--- src/rtl/qar_pkg.sv ---
// Shared constants and helpers for the QAR-Core memory arbiter.
// Port IDs double as indices into the arbiter's request/grant vectors.
package qar_pkg;

    localparam int QAR_XLEN  = 32;
    localparam int QAR_CNT_W = 16;

    localparam logic QAR_PORT_IF = 1'b0;
    localparam logic QAR_PORT_D  = 1'b1;

    typedef logic [QAR_CNT_W-1:0] qar_cnt_t;

    // Outstanding read: one slot is enough since memory latency is exactly one cycle.
    typedef struct packed {
        logic valid;
        logic port;
    } qar_pend_t;

    function automatic qar_cnt_t qar_sat_inc(input qar_cnt_t v);
        return (v == '1) ? v : v + 1'b1;
    endfunction

endpackage

--- src/rtl/qar_rr_arb2.sv ---
// Combinational two-way round-robin pick; last=1 means requester 1 won most recently.
module qar_rr_arb2 (
    input  logic [1:0] req,
    input  logic       last,
    output logic [1:0] gnt
);

    always_comb begin
        gnt    = 2'b00;
        gnt[0] = req[0] & (~req[1] | last);
        gnt[1] = req[1] & (~req[0] | ~last);
    end

endmodule

--- src/rtl/qar_mem_arbiter.sv ---
// Shares the single QAR-Core memory port between instruction fetch and load/store,
// round-robin on contention, and steers each one-cycle-late read result back to its issuer.
module qar_mem_arbiter
    import qar_pkg::*;
#(
    parameter int AW = QAR_XLEN,
    parameter int DW = QAR_XLEN
) (
    input  logic                 clk,
    input  logic                 rst_n,

    input  logic                 if_req_valid,
    output logic                 if_req_ready,
    input  logic [AW-1:0]        if_req_addr,
    output logic                 if_rsp_valid,
    output logic [DW-1:0]        if_rsp_rdata,

    input  logic                 d_req_valid,
    output logic                 d_req_ready,
    input  logic [AW-1:0]        d_req_addr,
    input  logic                 d_req_we,
    input  logic [DW-1:0]        d_req_wdata,
    output logic                 d_rsp_valid,
    output logic [DW-1:0]        d_rsp_rdata,

    output logic [AW-1:0]        mem_addr,
    output logic [DW-1:0]        mem_wdata,
    output logic                 mem_we,
    output logic                 mem_re,
    input  logic [DW-1:0]        mem_rdata,

    output logic [QAR_CNT_W-1:0] grant_cnt_if,
    output logic [QAR_CNT_W-1:0] grant_cnt_d
);

    logic       last_d_q, last_d_d;
    qar_pend_t  pend_q, pend_d;
    qar_cnt_t   cnt_if_q, cnt_if_d;
    qar_cnt_t   cnt_d_q, cnt_d_d;

    logic [1:0] req;
    logic [1:0] gnt_raw;
    logic [1:0] gnt;
    logic       grant_if;
    logic       grant_d;

    always_comb begin
        req              = 2'b00;
        req[QAR_PORT_IF] = if_req_valid;
        req[QAR_PORT_D]  = d_req_valid;
    end

    qar_rr_arb2 u_arb (
        .req  (req),
        .last (last_d_q),
        .gnt  (gnt_raw)
    );

    // Grants are suppressed while reset is held so nothing reaches memory during reset.
    assign gnt      = gnt_raw & {2{rst_n}};
    assign grant_if = gnt[QAR_PORT_IF];
    assign grant_d  = gnt[QAR_PORT_D];

    assign if_req_ready = grant_if;
    assign d_req_ready  = grant_d;

    always_comb begin
        mem_addr  = '0;
        mem_wdata = '0;
        mem_we    = 1'b0;
        mem_re    = 1'b0;
        if (grant_if) begin
            mem_addr = if_req_addr;
            mem_re   = 1'b1;
        end else if (grant_d) begin
            mem_addr  = d_req_addr;
            mem_wdata = d_req_wdata;
            mem_we    = d_req_we;
            mem_re    = ~d_req_we;
        end
    end

    always_comb begin
        last_d_d = last_d_q;
        pend_d   = '0;
        cnt_if_d = cnt_if_q;
        cnt_d_d  = cnt_d_q;

        if (grant_if) begin
            last_d_d = 1'b0;
            cnt_if_d = qar_sat_inc(cnt_if_q);
        end
        if (grant_d) begin
            last_d_d = 1'b1;
            cnt_d_d  = qar_sat_inc(cnt_d_q);
        end

        // Stores complete at the grant edge; only reads leave something pending.
        if (mem_re) begin
            pend_d.valid = 1'b1;
            pend_d.port  = grant_d ? QAR_PORT_D : QAR_PORT_IF;
        end
    end

    always_ff @(posedge clk or negedge rst_n) begin
        if (!rst_n) begin
            last_d_q <= 1'b1;
            pend_q   <= '0;
            cnt_if_q <= '0;
            cnt_d_q  <= '0;
        end else begin
            last_d_q <= last_d_d;
            pend_q   <= pend_d;
            cnt_if_q <= cnt_if_d;
            cnt_d_q  <= cnt_d_d;
        end
    end

    assign if_rsp_valid = pend_q.valid && (pend_q.port == QAR_PORT_IF);
    assign d_rsp_valid  = pend_q.valid && (pend_q.port == QAR_PORT_D);
    assign if_rsp_rdata = mem_rdata;
    assign d_rsp_rdata  = mem_rdata;

    assign grant_cnt_if = cnt_if_q;
    assign grant_cnt_d  = cnt_d_q;

endmodule
--- config.mk ---
export PLATFORM = sky130hd
export DESIGN_NAME = qar_mem_arbiter
export DESIGN_NICKNAME = d
export VERILOG_FILES = /design/src/rtl/qar_pkg.sv /design/src/rtl/qar_rr_arb2.sv /design/src/rtl/qar_mem_arbiter.sv
export SDC_FILE = /design/constraint.sdc
export NUM_CORES = 1
export LEC_CHECK = 0
export ABC_CLOCK_PERIOD_IN_PS = 2400
export BUFFER_PORTS_ARGS = -buffer_cell sky130_fd_sc_hd__buf_2
export CAP_MARGIN = 0
export CORE_AREA = 3 3 114 116
export DETAILED_ROUTE_END_ITERATION = 8
export DIE_AREA = 0 0 117 119
export SYNTH_ARGS = -nofsm -noshare
export SYNTH_HDL_FRONTEND = slang
export SYNTH_SLANG_ARGS = --single-unit
--- constraint.sdc ---
create_clock -name clk -period 2.4 [get_ports clk]
set_clock_uncertainty 0.1 [all_clocks]
set_input_delay 0.48 -clock clk [delete_from_list [all_inputs] [get_ports clk]]
set_output_delay 0.48 -clock clk [all_outputs]
set_load 0.03 [all_outputs]
-- Word-level counts from Yosys, hierarchy flattened
Index checks and enable logic that the tools add are counted.
- logic and storage cells: 38
- output and inout port bits: 166
- flip-flop bits (word level): 35
- input port bits: 133
- multiplexer cells: 12
- reduce and logical (&&, ||, !) cells: 5
- eq/ne operators: 2
- bitwise gates (word level): 12
- $add $sub $neg: 2
- operator list (operator ; count):
    $mux W32 ; 4
    $add A16 B1 Y16 const B ; 2
    $eq A16 B16 Y1 const B ; 2
    $mux W1 ; 7
    $not A1 Y1 ; 7
    $reduce_and A2 Y1 ; 2
    $and A1 B1 Y1 ; 2
    $and A2 B2 Y2 ; 1
    $logic_and A1 B1 Y1 ; 2
    $mux W2 ; 1
    $or A1 B1 Y1 ; 2
    $reduce_bool A2 Y1 ; 1

-- Longest topological paths before layout
Gate-level depths: netlist (run 1).
- word-level depth: 7
- gate-level depth with buffers: 6
- gate-level depth less buffers: 5

-- By module
A second synthesis (run 1) with hierarchy kept.
- cell total of the unflattened synthesis: 288
- area total of the unflattened synthesis: 2697.6 um2
- by module, submodules not included (module ; instances ; cells each ; area an instance (um2) ; sequential area each (um2)):
    qar_mem_arbiter ; 1 ; 285 ; 2678.8 ; 877.1
    qar_rr_arb2 ; 1 ; 3 ; 18.8 ; 0.0

-- Worst setup path before layout (run 1)
No wires, ideal clock.
- kind: reg2out
- start point: reg last_d_q
- end point: out mem_addr[22]
- arrival: 1.921 ns
- cell stages (with the launch flop): 7
- buffers on the path: 2
- slack: -0.101 ns
- required time: 1.820 ns
- cells stage by stage: dfstp_2 > nand2b_1 > nand2_1 > inv_1 > buf_2 > buf_1 > a22o_1
- elaborated cells between the ends (all ways): 8
- classes of those cells: mux: 2; bitwise: 6
- RTL lines (what ; line ; RTL):
    from (decl) ; qar_mem_arbiter.sv:36 ; logic last_d_q, last_d_d;
    from (signal assigned) ; qar_mem_arbiter.sv:112 ; last_d_q <= last_d_d;
    $or A1 B1 Y1 ; qar_rr_arb2.sv:10 ; gnt[0] = req[0] & (~req[1] | last);
    $and A1 B1 Y1 ; qar_rr_arb2.sv:10 ;
    $and A2 B2 Y2 ; qar_mem_arbiter.sv:60 ; assign gnt = gnt_raw & {2{rst_n}};
    via if_req_ready ; qar_mem_arbiter.sv:13 ; output logic if_req_ready,
    $mux W32 ; qar_mem_arbiter.sv:72 ; if (grant_if) begin
    to (decl) ; qar_mem_arbiter.sv:26 ; output logic [AW-1:0] mem_addr,
The timed path passes the listed nets, and every way through them passes these cells.

-- Worst setup path after layout (run 1)
- start point: reg last_d_q
- end point: out mem_addr[25]
- word-level cells in the longest chain between the ends: 6
- elaborated cells between the ends (all ways): 8
- classes of those cells: mux: 2; bitwise: 6
- ends and longest elaborated chain (what ; line ; RTL):
    $not A1 Y1 ; qar_rr_arb2.sv:11 ; gnt[1] = req[1] & (~req[0] | ~last);
    $or A1 B1 Y1 ; qar_rr_arb2.sv:11 ;
    $and A1 B1 Y1 ; qar_rr_arb2.sv:11 ;
    $and A2 B2 Y2 (*) ; qar_mem_arbiter.sv:60 ;
    $mux W32 ; qar_mem_arbiter.sv:75 ; end else if (grant_d) begin
    $mux W32 (*) ; qar_mem_arbiter.sv:72 ;
Every way passes the cells marked *; elsewhere a longest branch is shown, timed or not.

==> results of run 1 <==
[through the flow]
stage / utilization / area (sq um) / power (mW)
floorplan: - / 2810 / 1.60
global placement: 0.295 / 3540 / 1.75
detailed placement: 0.295 / 3540 / 1.76
CTS: 0.307 / 3680 / 2.39
global route: 0.309 / 3720 / 2.50
finish: 0.309 / 3720 / 2.38
[layout by cell type (no fill, tap or decap), drive strengths merged]
master,Yosys,layout
buf,74,210
and3,41,41
dfrtp,34,34
a22o,32,32
xor2,23,23
nand2,16,16
nand4,10,10
clkbuf,8,9
nor3,7,7
a21oi,6,6
nand3,6,6
nor2,6,6
nor4,6,6
and2,5,5
a211oi,5,5
mux2,4,4
nor2b,3,3
inv,3,3
or3,2,2
o21ai,2,2
nor3b,2,2
xnor2,2,2
ha,2,2
nand2b,2,2
nor4b,2,2
a31oi,1,1
a2111oi,1,1
and4bb,1,1
nand3b,1,1
a41oi,1,1
clkinv,0,1
dfstp,1,1
[final cells by class]
| cell class | instances | area [sq um] | share of cell area |
|---|---|---|---|
| well taps | 147 | 184 | 0.0495 |
| flip-flops and latches | 35 | 877 | 0.236 |
| clock inverters | 1 | 5.00 | 0.00135 |
| clock buffers | 7 | 133 | 0.0357 |
| multi-input cells | 189 | 1370 | 0.369 |
| inverters | 3 | 11.3 | 0.00303 |
| repair buffers | 212 | 1130 | 0.305 |
[state kept, by name, summed over array words and instances, names as in the netlist]
register      flops
grant_cnt_d      16
grant_cnt_if     16
last_d_q          1
pend_q            2
[worst max-delay path, cell delays in order, from the launching register on]
cell and delay, ps:
dfstp_2 570, nand2b_4 170, nand2_1 80, inv_2 110, buf_12 160, a22o_1 210
buf_4 190
[logic make-up (layout without fill, tap and decap cells)]
| group | Yosys count | count (layout) | share of synthesized area |
|---|---|---|---|
| simple gates | 110 | 110 | 0.239 |
| buf+inv | 85 | 223 | 0.202 |
| compound gates | 48 | 48 | 0.142 |
| flops | 35 | 35 | 0.312 |
| xor+xnor | 25 | 25 | 0.0779 |
| mux | 4 | 4 | 0.0174 |
| fa+ha+maj | 2 | 2 | 0.00890 |
[cells in the mapped netlist (2+ instances only)]
| cell | number |
|---|---|
| dfrtp_1 | 34 |
| a211oi_1 | 5 |
| buf_1 | 5 |
| ha_1 | 2 |
| nand2_1 | 16 |
| nor3_1 | 7 |
| or3_1 | 2 |
| xor2_1 | 23 |
| inv_1 | 3 |
| clkbuf_1 | 8 |
| nand2b_1 | 2 |
| mux2_2 | 3 |
| a22o_1 | 32 |
| a21oi_1 | 6 |
| nand4_1 | 9 |
| nor4_1 | 5 |
| o21ai_0 | 2 |
| nor2_1 | 5 |
| xnor2_1 | 2 |
| nand3_1 | 6 |
| nor2b_1 | 3 |
| and2_1 | 5 |
| nor3b_1 | 2 |
| buf_2 | 4 |
| and3_1 | 40 |
| buf_4 | 65 |
[layer usage]
layer | global-route usage | wire, microns | vias to the layer above
met5 | 0 | 0 | -
met4 | 0.0323 | 148 | 0
met3 | 0.0340 | 775 | 25
met2 | 0.214 | 4610 | 130
met1 | 0.161 | 4120 | 1315
li1 | - | - | 1321
[worst paths after layout]
kind,startpoint,endpoint,slack [ps],depth (start not counted)
max in group asynchronous,rst_n,last_d_q$_DFFE_PN1P_,1780,2
hold reg to reg,grant_cnt_d[15]$_DFFE_PN0P_,grant_cnt_d[15]$_DFFE_PN0P_,400,1
min in group clk,d_req_we,pend_q[0]$_DFF_PN0_,330,2
hold / removal,rst_n,grant_cnt_if[7]$_DFFE_PN0P_,150,2
setup reg to reg,grant_cnt_d[8]$_DFFE_PN0P_,grant_cnt_d[1]$_DFFE_PN0P_,410,4
setup / recovery,last_d_q$_DFFE_PN1P_,mem_addr[25],40,6
[report_power, final]
group	switching [mW]	internal [mW]
Clock	0.227	0.383
Sequential	0.129	0.692
Combinational	0.607	0.339
Total	0.963	1.41
[repair_timing]
action,in CTS,in global routing
gates cloned,0,1
pin swaps,0,0
setup buffers,0,0
resized for setup,2,3
endpoints found under the setup margin,5,32
==> summary.md, run 1 <==
| Metric | Value |
|---|---|
| Worst slew margin | `0.625` |
| Inserted Clock Buffers | `5` |
| I/O Buffers | `202` |
| Hold slack | `149 ps` |
| GR Overflow Total | `0` |
| Max-Cap Viols | `0` |
| Unique cell type count in the Yosys netlist | `39` |
| CP Launch Type | `flip-flop` |
| Synth top area cells | `dfrtp_1, buf_4, a22o_1` |
| Unrepaired setup endpoints after global routing | `no` |
| CTS Root Cell | `clkbuf_16` |
| Share of cells above drive strength 1 | `0.519` |
| Starting Density | `0.234` |
| Ys async rst share | `1.00` |
| Synthesized instance count | `around 310` |
| Mean Syn Cell Area | `9.09 sq um` |
| Endpoints failing hold | `0` |
| Fillcell total | `between 1000 and 1500` |
| Critical path capture point type | `primary output` |
| Initial antenna violation count | `0` |
| Setup Viol. Count Final | `0` |
| Residual DRC count | `0` |
| Final period utilization | `0.984` |
| Run status | `finished, final reports clean` |
| Synth top area share | `0.303` |
| Core area | `approximately 0.012 sq mm` |
| ANT cells | `0` |
| Vias in the first global route | `2742` |
| Pleak | `2.20 nW` |
| Worst Path Required | `1820 ps` |
| Final #Nets | `about 580` |
| DRT iter0 DRCs | `~150` |
| Synthesized netlist net count | `between 400 and 500` |
| Largest area contributor in the netlist | `dfrtp_1` |
| I/O Pins | `around 300` |
| Die span in y | `around 120 microns` |
| Clk pin slew, worst setup/hold paths | `approximately 50 ps` |
| Via Count | `about 2800` |
| Worst Setup Slack, final | `slightly below 40 ps` |
| Post-DP HPWL | `around 7.6 mm` |
| Hold buffers post-CTS | `0` |
| Largest net degree at the start of global routing | `40` |
| Dpl ws | `roughly 130 ps` |
| Yosys warns | `0` |
| Post-synth EDFFs | `0` |
| Arrival time at the worst endpoint | `roughly 1800 ps` |
| Minimum clock period | `roughly 2400 ps` |
| Avg Vias per Cell | `roughly 4.7` |
| First-pass GRT wire length | `14.1 mm` |
| CTS tree | `built` |
| Crit path max fanout | `20` |
| Hold Crit Class | `in -> async` |
| Synthesis-to-layout area growth | `32.2%` |
| Non-filler cells, final | `~600` |
| Post-Syn Area | `0.00281 sq mm` |
| Synth Flop Type | `dfrtp_1` |
| Die width | `117 microns` |
| Pre-antenna DRT Iters | `4` |
| WL final | `roughly 9.7 mm` |
| CTS max path bufs | `2` |
| Seq/Total Area, Yosys | `0.312` |
| Worst slew pin tran | `558 ps` |
| CTS Sinks | `35` |
| Fmax | `424 MHz` |
| Row cnt | `40` |
| Drt wl/cell | `16.3 microns` |
| H-tree depth | `2` |
| Maximum VDD drop | `between 0.5 and 0.6 mV` |
| DIE AREA | `roughly 0.014 sq mm` |
| Worst-skew pair later-pin latency | `280 ps` |
| Max Slew Vio Count | `0` |
| Post-route ant nets | `0` |
| Cells after DPL | `roughly 600` |
| Fin Setup TNS | `0 ps` |
| CP Class | `reg -> out` |
| GRT Overall Usage | `0.128` |
| PwrDens | `639 mW/mm^2` |
| Number of synthesized register bits | `35` |
| GPL Wtd Cong | `about 1` |
Note: power is estimated with default switching activity, not from simulation.
==> run 2, diff against run 1 <==
Settings changed: CORE_AREA 3 3 114 116 to 3 3 116 118, DIE_AREA 0 0 117 119 to 0 0 119 121, REMOVE_ABC_BUFFERS set to 1.
==> run 2 against run 1 <==
Power increased by 0.78%. Register-to-register slack improved by 30 ps. Clock power increased by 1%. Final area increased by 1.2%. Wire length increased by 32%. Sequential share of layout area decreased by 0.27 points. Flip-flop and latch count unchanged. Non-clock buffer count increased by 1. Count of clock-buffer cells in the layout unchanged. First-iteration DRC count increased by 36%. Via count increased by 3.9%. Cell count increased by 4.4%. Largest power group unchanged.
==> summary.md, run 2 (synthesis gave the netlist of run 1 again) <==
| Metric | Value |
|---|---|
| I/O Pins | `299` |
| Worst slew pin tran | `approximately 540 ps` |
| Worst slew margin | `0.634` |
| Most frequent cells in the layout | `buf_2, and3_1, dfrtp_1` |
| Final Cell Area | `roughly 0.0038 sq mm` |
| Final #Nets | `just under 600` |
| Cell Area, Placed | `0.00358 sq mm` |
| Cells after DPL | `~610` |
| Largest net degree at the start of global routing | `40` |
| CTS Root Cell | `clkbuf_16` |
| Most common cell after layout, fill and taps aside | `buf_2` |
| Synthesis-to-layout area growth | `33.8%` |
| Drt wl/cell | `20.6 microns` |
| Via Count | `2900` |
| Hold slack | `around 180 ps` |
| Clk pin slew, worst setup/hold paths | `about 50 ps` |
| Row cnt | `slightly above 40` |
| Minimum clock period | `between 2000 and 2500 ps` |
| Vias in the first global route | `2735` |
| Setup Viol. Count Final | `0` |
| Worst Path Required | `1820 ps` |
| Arrival time at the worst endpoint | `between 1500 and 2000 ps` |
| CP Launch Type | `flip-flop` |
| DIE AREA | `approximately 0.014 sq mm` |
| CTS Sinks | `35` |
| Max Slew Vio Count | `0` |
| Worst Setup Slack, final | `~120 ps` |
| Endpoints failing hold | `0` |
| Post-route ant nets | `0` |
| Starting Density | `0.224` |
| Pre-antenna DRT Iters | `4` |
| Non-filler cells, final | `just over 600` |
| CTS max path bufs | `2` |
| Critical path capture point type | `primary output` |
| Die span in y | `121 microns` |
| Unrepaired setup endpoints after global routing | `no` |
| Final Util | `0.299` |
| Slowest CP cell | `dfstp_2` |
| CP Class | `reg -> out` |
| Pwr Total | `between 2 and 2.5 mW` |
| Inserted Clock Buffers | `5` |
| Post-DP HPWL | `about 10 mm` |
| WL final | `about 13 mm` |
| First-pass GRT wire length | `approximately 18 mm` |
| H-tree depth | `2` |
| GRT Overall Usage | `0.163` |
| Core area | `~0.013 sq mm` |
| ANT cells | `0` |
| Residual DRC count | `0` |
| Crit path max fanout | `20` |
| Initial antenna violation count | `0` |
| Dpl ws | `between 200 and 250 ps` |
| CTS tree | `built` |
| PwrDens | `roughly 640 mW/mm^2` |
| Hold buffers post-CTS | `0` |
| Run status | `finished, final reports clean` |
| CP peak stage delay | `approximately 560 ps` |
| Share of cells above drive strength 1 | `0.525` |
| Fin Setup TNS | `0 ps` |
| GR Overflow Total | `0` |
| Die width | `around 120 microns` |
| DRT iter0 DRCs | `200` |
| Worst-skew pair later-pin latency | `roughly 280 ps` |
| Fmax | `roughly 440 MHz` |
| Critical path cell sequence | `nand2b_4 > nand2_1 > inv_2 > buf_12 > a22o_1 > clkbuf_4` |
| Final period utilization | `0.952` |
| Pleak | `between 2 and 2.5 nW` |
| Max-Cap Viols | `0` |
| Avg Vias per Cell | `4.68` |
| Maximum VDD drop | `0.457 mV` |
| I/O Buffers | `202` |
| Hold Crit Class | `in -> async` |
| GPL Wtd Cong | `approximately 0.90` |
run 2: final timing paths:
check | from | end | slack, ps | depth (start not counted)
worst max-delay path | last_d_q$_DFFE_PN1P_ | mem_addr[23] | 120 | 6
worst min-delay path | rst_n | grant_cnt_if[15]$_DFFE_PN0P_ | 180 | 2
worst max register to register | grant_cnt_d[5]$_DFFE_PN0P_ | grant_cnt_d[1]$_DFFE_PN0P_ | 440 | 4
worst min register to register | grant_cnt_d[15]$_DFFE_PN0P_ | grant_cnt_d[15]$_DFFE_PN0P_ | 410 | 1
max in group asynchronous | rst_n | last_d_q$_DFFE_PN1P_ | 1670 | 2
min in group clk | d_req_we | pend_q[0]$_DFF_PN0_ | 290 | 2
run 2: final cells by class:
class,instances,area (sq um)
repair buffers,213,1140
well taps,172,215
clock buffers,7,133
inverters,3,11.3
flip-flops and latches,35,877
clock inverters,1,5.00
multi-input cells,189,1380
fillers,1331,8810
run 2: worst max-delay path, delay by kind of cell (launching register included):
kind,cells,cell delay (ps)
compound gates,1,170
simple gates,2,210
buf+inv,3,470
flops,1,560
run 2: per-layer routing:
layer,vias up,GRT usage,wire length [microns]
met5,-,0.0478,79
li1,1320,-,-
met1,1357,0.227,5790
met2,208,0.195,4810
met4,4,0.0196,55
met3,11,0.126,2040
run 2: where the power goes:
part / leakage [nW] / switching (mW) / total (mW) / internal, mW
combinational: 1.68 / 0.614 / 0.954 / 0.340
clock: 0.0679 / 0.235 / 0.618 / 0.383
sequential: 0.459 / 0.130 / 0.822 / 0.692
total: 2.21 / 0.980 / 2.39 / 1.41
run 2: what timing repair did:
item / in CTS / in global routing
gates resized for setup: 0 / 6
endpoints found under the setup margin: 0 / 30
setup buffers: 0 / 0
==> run 3, diff against run 2 <==
Settings changed: ABC_CLOCK_PERIOD_IN_PS 2400 to 2150.
Clock period 2.4 ns to 2.15 ns, I/O delays scaled along.
==> run 3 against run 2 <==
Count of clock-buffer cells in the layout decreased by 2. Cell count grew 2.4%. Flip-flop and latch count is the same. Wire length is 5.8% higher. Clock power grew 13%. Combinational power increased by 28%. Via count grew 3.2%. Final area rose by 13%. Worst setup slack lost 100 ps. First-iteration DRC count down 5.5%. Non-clock buffer count up 15. Critical endpoint is now mem_addr[31].
==> summary.md, run 3 (synthesis gave the netlist of run 1 again) <==
| Metric | Value |
|---|---|
| Post-DP HPWL | `around 11 mm` |
| Hold buffers post-CTS | `0` |
| Cells after DPL | `617` |
| Inserted Clock Buffers | `5` |
| Die span in y | `approximately 120 microns` |
| Crit path max fanout | `8` |
| Final period utilization | `0.994` |
| Worst Setup Slack, final | `about 12 ps` |
| WL final | `roughly 14 mm` |
| Clk pin slew, worst setup/hold paths | `60 ps` |
| Worst Path Required | `1620 ps` |
| Core area | `0.0126 sq mm` |
| Worst slew pin tran | `about 550 ps` |
| CTS tree | `built` |
| Residual DRC count | `0` |
| I/O Buffers | `202` |
| Initial antenna violation count | `0` |
| Die width | `roughly 120 microns` |
| M2 GR Usage | `0.207` |
| CP Class | `reg -> out` |
| Met1 Resource Use GR | `0.244` |
| Synthesis-to-layout area growth | `50.5%` |
| Final #Nets | `slightly below 600` |
| DRT iter0 DRCs | `between 150 and 200` |
| Slowest CP cell | `dfstp_2` |
| Grt met3 use | `0.122` |
| Setup Viol. Count Final | `0` |
| Critical path cell sequence | `nand2_4 > nand2_4 > inv_6 > clkbuf_16 > a22o_1 > buf_6` |
| Cell Area, Placed | `between 0.003 and 0.004 sq mm` |
| Pleak | `2.38 nW` |
| Endpoints failing hold | `0` |
| DIE AREA | `roughly 0.014 sq mm` |
| Worst slew margin | `0.630` |
| H-tree depth | `2` |
| CP Launch Type | `flip-flop` |
| CP peak stage delay | `roughly 560 ps` |
| Fmax | `approximately 470 MHz` |
| Most frequent cells in the layout | `buf_2, and3_1, dfrtp_1` |
| Dpl ws | `~100 ps` |
| Row cnt | `41` |
| Largest net degree at the start of global routing | `37` |
| Top cell by count, worst path | `nand2_4` |
| Most common cell after layout, fill and taps aside | `buf_2` |
| Max-Cap Viols | `0` |
| Most used routing layer | `met1` |
| GRT Overall Usage | `0.172` |
| GPL Wtd Cong | `just under 0.9` |
| Minimum clock period | `2140 ps` |
| Hold slack | `roughly 130 ps` |
| Final Cell Area | `0.00423 sq mm` |
| Worst-skew pair later-pin latency | `between 200 and 300 ps` |
| Avg Vias per Cell | `roughly 4.7` |
| Post-route ant nets | `0` |
| Run status | `finished, final reports clean` |
| Drt wl/cell | `21.3 microns` |
| Starting Density | `0.224` |
| Pre-antenna DRT Iters | `4` |
| Max Slew Vio Count | `0` |
| Reg2reg path depth | `5` |
| I/O Pins | `299` |
| Via Count | `approximately 3000` |
| Fillcell total | `between 1000 and 1500` |
| Share of cells above drive strength 1 | `0.551` |
| First-pass GRT wire length | `~19 mm` |
| PwrDens | `between 600 and 700 mW/mm^2` |
| GR Overflow Total | `0` |
| CTS Root Cell | `clkbuf_16` |
| CTS max path bufs | `2` |
| ANT cells | `0` |
| Non-filler cells, final | `roughly 640` |
| Maximum VDD drop | `approximately 0.66 mV` |
| CTS Sinks | `35` |
| Hold Crit Class | `in -> async` |
| Vias in the first global route | `just under 3000` |
| Unrepaired setup endpoints after global routing | `yes` |
| Arrival time at the worst endpoint | `~1600 ps` |
| Critical path capture point type | `primary output` |
| Pwr Total | `about 2.8 mW` |
==> run 3: path summary, 6_finish.rpt <==
kind | endpoint | slack [ps] | start
setup / recovery | mem_addr[31] | 10 | last_d_q$_DFFE_PN1P_
hold / removal | pend_q[1]$_DFF_PN0_ | 130 | rst_n
setup reg to reg | grant_cnt_d[1]$_DFFE_PN0P_ | 220 | grant_cnt_d[0]$_DFFE_PN0P_
hold reg to reg | grant_cnt_d[15]$_DFFE_PN0P_ | 400 | grant_cnt_d[15]$_DFFE_PN0P_
max in group asynchronous | grant_cnt_d[9]$_DFFE_PN0P_ | 1470 | rst_n
min in group clk | pend_q[0]$_DFF_PN0_ | 240 | d_req_we
==> run 3: layer usage <==
metal | routed length (microns) | vias to the layer above
met5 | 79 | -
met4 | 58 | 4
met3 | 1980 | 13
met2 | 5200 | 207
met1 | 6200 | 1417
li1 | - | 1352
==> run 3: worst max-delay path: cells and delay by family (launching register included) <==
kind	cells	cell delay (ps)
buf+inv	3	360
simple gates	2	160
compound gates	1	240
flops	1	560
==> run 3: stage by stage <==
stage / setup TNS (ps) / utilization
2_1_floorplan: -26360 / -
3_5_place_dp: 0 / 0.288
4_1_cts: -0.862 / 0.319
5_1_grt: -310 / 0.337
3_3_place_gp: 0 / 0.288
6_report: 0 / 0.337
==> run 3: power breakdown <==
| part | switching [mW] | internal (mW) |
|---|---|---|
| clock network | 0.274 | 0.422 |
| registers | 0.145 | 0.772 |
| logic | 0.731 | 0.492 |
| total | 1.15 | 1.69 |
==> run 3: area by class of cell <==
cell class,instances,area (sq um),area share
Timing Repair Buffer,228,1570,0.370
Multi-Input combinational cell,189,1400,0.332
Sequential cell,35,877,0.207
Tap cell,172,215,0.0509
Clock buffer,5,125,0.0296
Inverter,3,28.8,0.00680
Clock inverter,3,15.0,0.00355
==> run 3: timing repair <==
| item | 4_1_cts | 5_1_grt |
|---|---|---|
| pin swaps | 2 | 26 |
| hold endpoints to repair | 0 | 0 |
| gates cloned | 2 | 6 |
| buffers inserted | 1 | 1 |
| gates resized for setup | 64 | 20 |
| setup endpoints to repair | 32 | 35 |
